[config.mk]
export PLATFORM = sky130hd
export DESIGN_NAME = ingress_dispatch
export DESIGN_NICKNAME = d
export VERILOG_FILES = /design/src/rtl/routing_pkg.sv /design/src/rtl/rr_pick2.sv /design/src/rtl/ingress_dispatch.sv
export SDC_FILE = /design/constraint.sdc
export NUM_CORES = 1
export LEC_CHECK = 0
export ABC_CLOCK_PERIOD_IN_PS = 1700
export CAP_MARGIN = 20
export CORE_MARGIN = 8
export CORE_UTILIZATION = 44
export DETAILED_ROUTE_END_ITERATION = 8
export MAX_ROUTING_LAYER = met4
export PLACE_DENSITY = 0.82
export RECOVER_POWER = 100
export SYNTH_ARGS = -nofsm -noshare
export SYNTH_HDL_FRONTEND = slang
export SYNTH_HIERARCHICAL = 1
export SYNTH_SLANG_ARGS = --single-unit
[constraint.sdc]
create_clock -name clk -period 1.7 [get_ports clk]
set_input_delay 0.34 -clock clk [delete_from_list [all_inputs] [get_ports clk]]
set_output_delay 0.34 -clock clk [all_outputs]
set_load 0.05 [all_outputs]
[src/rtl/routing_pkg.sv]
// Shared definitions for the ingress routing path: word layout, FSM states, defaults.
package routing_pkg;

  localparam int WORD_W      = 10;
  localparam int TAG_BIT     = 9;
  localparam int CLASS_BIT   = 8;
  localparam int DATA_MSB    = 7;
  localparam int COUNT_W_DEF = 8;

  typedef enum logic {
    IDLE  = 1'b0,
    PAUSE = 1'b1
  } state_e;

endpackage

[src/rtl/rr_pick2.sv]
// Two-way FIFO picker, shared by the fresh-word and held-word paths.
module rr_pick2
  import routing_pkg::*;
(
  input  logic       rr,
  input  logic       pref_class,
  input  logic       steer_mode,
  input  logic [1:0] blocked,
  output logic       sel,
  output logic       none
);

  // Round-robin with redirect, or strict class steering with no redirect.
  always_comb begin
    sel  = rr;
    none = 1'b0;
    if (steer_mode) begin
      sel  = pref_class;
      none = blocked[pref_class];
    end else if (!blocked[rr]) begin
      sel = rr;
    end else if (!blocked[!rr]) begin
      sel = !rr;
    end else begin
      none = 1'b1;
    end
  end

endmodule

[src/rtl/ingress_dispatch.sv]
// Writer side of the router input path: steers tagged words into two ingress FIFOs.
//
// state | meaning
// IDLE  | ready for a source word; pushes it next cycle if a target is free
// PAUSE | holding one word whose target(s) are blocked; source stalled
module ingress_dispatch
  import routing_pkg::*;
#(
  parameter bit CLASS_STEER = 1'b0,
  parameter int COUNT_W     = COUNT_W_DEF
) (
  input  logic               clk,
  input  logic               reset,
  input  logic               valid_in,
  input  logic [7:0]         data_in,
  input  logic               class_in,
  output logic               ready_out,
  input  logic               flush,
  input  logic               almost_full0,
  input  logic               fifo_full0,
  input  logic               almost_full1,
  input  logic               fifo_full1,
  output logic               push0,
  output logic [WORD_W-1:0]  word0,
  output logic               push1,
  output logic [WORD_W-1:0]  word1,
  output logic               pause,
  output logic               Error,
  output logic [COUNT_W-1:0] count0,
  output logic [COUNT_W-1:0] count1
);

  state_e              state_q, state_d;
  logic                rr_q, rr_d;
  logic [WORD_W-1:0]   hold_q, hold_d;
  logic                ready_q, ready_d;
  logic                pause_q, pause_d;
  logic                push0_q, push0_d, push1_q, push1_d;
  logic [WORD_W-1:0]   word0_q, word0_d, word1_q, word1_d;
  logic                error_q, error_d;
  logic [COUNT_W-1:0]  count0_q, count0_d, count1_q, count1_d;

  logic [1:0]          blocked;
  logic [WORD_W-1:0]   in_word, push_word;
  logic                pref_class, sel, none, launch;

  assign blocked    = {almost_full1 | fifo_full1, almost_full0 | fifo_full0};
  assign in_word    = {1'b1, class_in, data_in};
  assign pref_class = (state_q == PAUSE) ? hold_q[CLASS_BIT] : class_in;

  rr_pick2 u_pick (
    .rr         (rr_q),
    .pref_class (pref_class),
    .steer_mode (CLASS_STEER),
    .blocked    (blocked),
    .sel        (sel),
    .none       (none)
  );

  // Next-state, hold register, push strobes, counters and sticky error.
  always_comb begin
    state_d   = state_q;
    rr_d      = rr_q;
    hold_d    = hold_q;
    push0_d   = 1'b0;
    push1_d   = 1'b0;
    word0_d   = word0_q;
    word1_d   = word1_q;
    push_word = in_word;
    launch    = 1'b0;
    case (state_q)
      IDLE: begin
        if (valid_in && ready_q) begin
          if (none) begin
            hold_d  = in_word;
            state_d = PAUSE;
          end else begin
            launch = 1'b1;
          end
        end
      end
      PAUSE: begin
        push_word = hold_q;
        // Flush wins even if a target frees up in the same cycle.
        if (flush) begin
          hold_d  = '0;
          state_d = IDLE;
        end else if (!none) begin
          launch  = 1'b1;
          hold_d  = '0;
          state_d = IDLE;
        end
      end
      default: state_d = IDLE;
    endcase
    if (launch) begin
      rr_d = !sel;
      if (sel) begin
        push1_d = 1'b1;
        word1_d = push_word;
      end else begin
        push0_d = 1'b1;
        word0_d = push_word;
      end
    end
    count0_d = push0_d ? count0_q + COUNT_W'(1) : count0_q;
    count1_d = push1_d ? count1_q + COUNT_W'(1) : count1_q;
    error_d  = error_q | (push0_q & fifo_full0) | (push1_q & fifo_full1);
    ready_d  = (state_d == IDLE);
    pause_d  = (state_d == PAUSE);
  end

  // All state and output registers; ready stays low until the first clock after reset.
  always_ff @(posedge clk or negedge reset) begin
    if (!reset) begin
      state_q  <= IDLE;
      rr_q     <= 1'b0;
      hold_q   <= '0;
      ready_q  <= 1'b0;
      pause_q  <= 1'b0;
      push0_q  <= 1'b0;
      push1_q  <= 1'b0;
      word0_q  <= '0;
      word1_q  <= '0;
      error_q  <= 1'b0;
      count0_q <= '0;
      count1_q <= '0;
    end else begin
      state_q  <= state_d;
      rr_q     <= rr_d;
      hold_q   <= hold_d;
      ready_q  <= ready_d;
      pause_q  <= pause_d;
      push0_q  <= push0_d;
      push1_q  <= push1_d;
      word0_q  <= word0_d;
      word1_q  <= word1_d;
      error_q  <= error_d;
      count0_q <= count0_d;
      count1_q <= count1_d;
    end
  end

  assign ready_out = ready_q;
  assign pause     = pause_q;
  assign push0     = push0_q;
  assign push1     = push1_q;
  assign word0     = word0_q;
  assign word1     = word1_q;
  assign Error     = error_q;
  assign count0    = count0_q;
  assign count1    = count1_q;

endmodule

==> results.sh <==
export IMPL_cp_arrival_ns=1.94
export IMPL_finalWirelength_um=5423
export IMPL_syn_inst=175
export IMPL_vias=1675
export IMPL_grt_usage_pct=13.95
export IMPL_routedWlPerCell_um=16.33
export IMPL_mostFrequentLayoutCell="dfrtp_1"
export IMPL_met2_length_um=2638
export IMPL_firstDrtPassIters=4
export IMPL_syn_area_um2=2409
export IMPL_yosys_area_top_type_share_pct=54.03
export IMPL_ys_ff_latch=52
export IMPL_grt_pass1_wl_um=9197
export IMPL_worst_clock_skew_ns=0.008011
export IMPL_worst_ep_required_time_ns=1.89
export IMPL_numCtsBuffers=5
export IMPL_ys_top_cells_by_area="dfrtp_1 54%, mux2_2 10%, mux2_4 5.0%"
export IMPL_viasPerCell=5.045
export IMPL_critPathMaxFanout=6
export IMPL_synthDistinctLibCells=38
export IMPL_clockBufferDepth=2
export IMPL_worstRegToRegCells=6
export IMPL_dieArea_um2=8097
export IMPL_dieWidth_um=89.99
export IMPL_comb_power_share_pct=49.0
export IMPL_yosysWarnings=6
export IMPL_status="complete, but fails checks"
export IMPL_p_switching_uw=2585
export IMPL_fin_nets=278
export IMPL_hpwl_um=3902
export IMPL_synth_top_flop_cell="dfrtp_1"
export IMPL_fin_crit_ns=1.746
export IMPL_ys_seq_area_share_pct=54.03
export IMPL_grt_pass1_vias=1846
export IMPL_synth_top_cell_by_area="dfrtp_1"
export IMPL_power_density_nw_per_um2=1760
export IMPL_ios=58
export IMPL_highest_layer="met4"
export IMPL_critPathCaptureType="register"
export IMPL_intPower_uw=3254
export IMPL_place_congestion=0.7790
export IMPL_n_antenna_cell=0
export IMPL_drt_drc_violations_left=0
export IMPL_cts_num_sinks=52
export IMPL_fmax_ghz=0.5728
export IMPL_drt_iter0_drc=35
export IMPL_met3_wirelength_um=271
export IMPL_synth_edf_count=0
export IMPL_wl_met1_um=2481
export IMPL_cts_root_buf="clkbuf_8"
export IMPL_start_util_pct=44.56
export IMPL_utilization_pct=61.39
export IMPL_clkTransAtPathRegs_ns=0.09
export IMPL_final_setup_viol_count=30
export IMPL_cts_tree="yes"
export IMPL_seqPwrFrac_pct=35.3
export IMPL_syn_area_per_cell_um2=13.76
export IMPL_worst_slew_pin_slew_ns=1.436
export IMPL_rows=27
export IMPL_grt_overflow=0
export IMPL_antenna_found_initial=0
export IMPL_failed_checks="setup timing"
export IMPL_grt_max_degree=29
export IMPL_grt_setup_unrepaired="yes"
export IMPL_finalSetupTns_ns=-0.5697
export IMPL_cts_max_level=2
export IMPL_worstHoldPathCells=2
export IMPL_layout_common_cells="50 x dfrtp_1, 24 x clkbuf_1, 23 x buf_4"
export IMPL_core_area_um2=5405
export IMPL_critPathMaxStageDelay_ns=0.33
export IMPL_irDropWorstVdd_v=0.001197
export IMPL_switching_share_pct=44.27
export IMPL_worst_slack_ns=-0.04574
export IMPL_port_buffer_count=57
export IMPL_p_clk_share_pct=15.7
export IMPL_startpoint_type="primary input"
export IMPL_path_cells="buf_6 -> or2_4 -> a21oi_4 -> o22ai_4 -> buf_4 -> nor2b_2 -> a21oi_4 -> buf_6 -> mux2_2"
export IMPL_cap_violations=0
export IMPL_postRouteAntennaNets=0
export IMPL_holdCritPathClass="primary input to register"
export IMPL_p_leak_uw=0.001520
export IMPL_area_delta_synth_final_pct=37.77
export IMPL_hold_viol_final=0
export IMPL_maxSlewHeadroom_pct=4.281
export IMPL_drv_slew=0
export IMPL_slowest_stage="mux2_2"
export IMPL_die_h_um=89.99
export IMPL_worstSetupPathType="primary input to register"
export IMPL_async_flop_share_pct=100.0
export IMPL_drive_above_1_share_pct=41.54
export IMPL_clkLatencyLatePin_ns=0.30
export IMPL_fin_crit_sh_pct=102.7
layer usage:
metal,vias up,GRT usage [%]
met5,-,-
met3,5,3.741
met1,837,17.93
met2,42,21.60
met4,0,2.913
li1,791,-
worst max-delay path, delay by kind of cell:
kind	cells	cell delay [ns]
compound gates	3	0.41
buf+inv	3	0.41
mux	1	0.33
simple gates	2	0.44
power groups by stage:
| stage | sequential (uW) | combinational, uW | clock [uW] |
|---|---|---|---|
| after global placement | 2050 | 2890 | 0 |
| after CTS | 2060 | 3090 | 931 |
| after global routing | 2120 | 3020 | 981 |
| after floorplan | 3150 | 854 | 0 |
| final | 2060 | 2860 | 917 |
| after detailed placement | 2060 | 2950 | 0 |
path summary, 6_finish.rpt:
| kind | start | end | slack, ns |
|---|---|---|---|
| min in group asynchronous | reset | count1[5] | 0.36 |
| max in group asynchronous | reset | count1[1] | 0.50 |
| max reg2reg | rr_q | word0[3] | -0.01 |
| min reg2reg | count1[7] | count1[7] | 0.46 |
| max | almost_full0 | hold_q[6] | -0.05 |
| min | fifo_full0 | Error | 0.29 |
registers in the layout, summed over array words and instances (netlist names):
signal and count:
Error 1, word1 10, count1 8, rr_q 1, pause 1, ready_out 1, word0 10, hold_q 10
push1 1, push0 1, count0 8
Yosys cell counts, types with 3 or more instances:
cell type	number
mux2_2	22
and4_1	5
dfrtp_1	52
nor2b_1	11
buf_2	4
o21ai_0	5
nand2_1	5
xnor2_1	12
mux2_4	8
a21o_1	10
o211ai_1	3
o2111ai_1	5
logic make-up (layout without fill, tap and decap cells):
logic type,Yosys count,in the layout,synth area share [%]
mux,31,31,15.74
other cells,1,4,0.1557
compound gates,33,33,10.96
buf+inv,8,90,2.597
flops,52,52,54.03
fa+ha+maj,2,2,1.039
xor+xnor,14,14,5.091
simple gates,34,34,10.39
timing repair:
action,CTS,global route
cloned,0,1
pin swaps,7,7
resized for setup,38,4
hold buffers,0,0
endpoints found under the setup margin,48,39
setup buffers,2,2
cell type report:
| class | instances | area, um2 |
|---|---|---|
| fill | 472 | 2087 |
| sequential | 52 | 1304 |
| multi-input combinational | 118 | 1184 |
| timing repair buffer | 81 | 610.6 |
| clock buffer | 7 | 96.34 |
| tap | 72 | 90.09 |
| clock inverter | 1 | 30.03 |
| inverter | 1 | 3.754 |
through the flow:
stage	total power (uW)	setup slack [ns]	cell area (um2)	hold slack, ns	std cells
2_1_floorplan	4007	-0.2773	2481	0.04441	178
3_3_place_gp	4944	-0.7079	3186	0.3807	320
3_5_place_dp	5007	-0.7190	3186	0.3825	320
4_1_cts	6080	-0.05455	3393	0.05735	329
5_1_grt	6129	-0.09611	3318	0.2875	332
6_report	5839	-0.04574	3318	0.2914	332
Power figures use the tool's default switching activity.
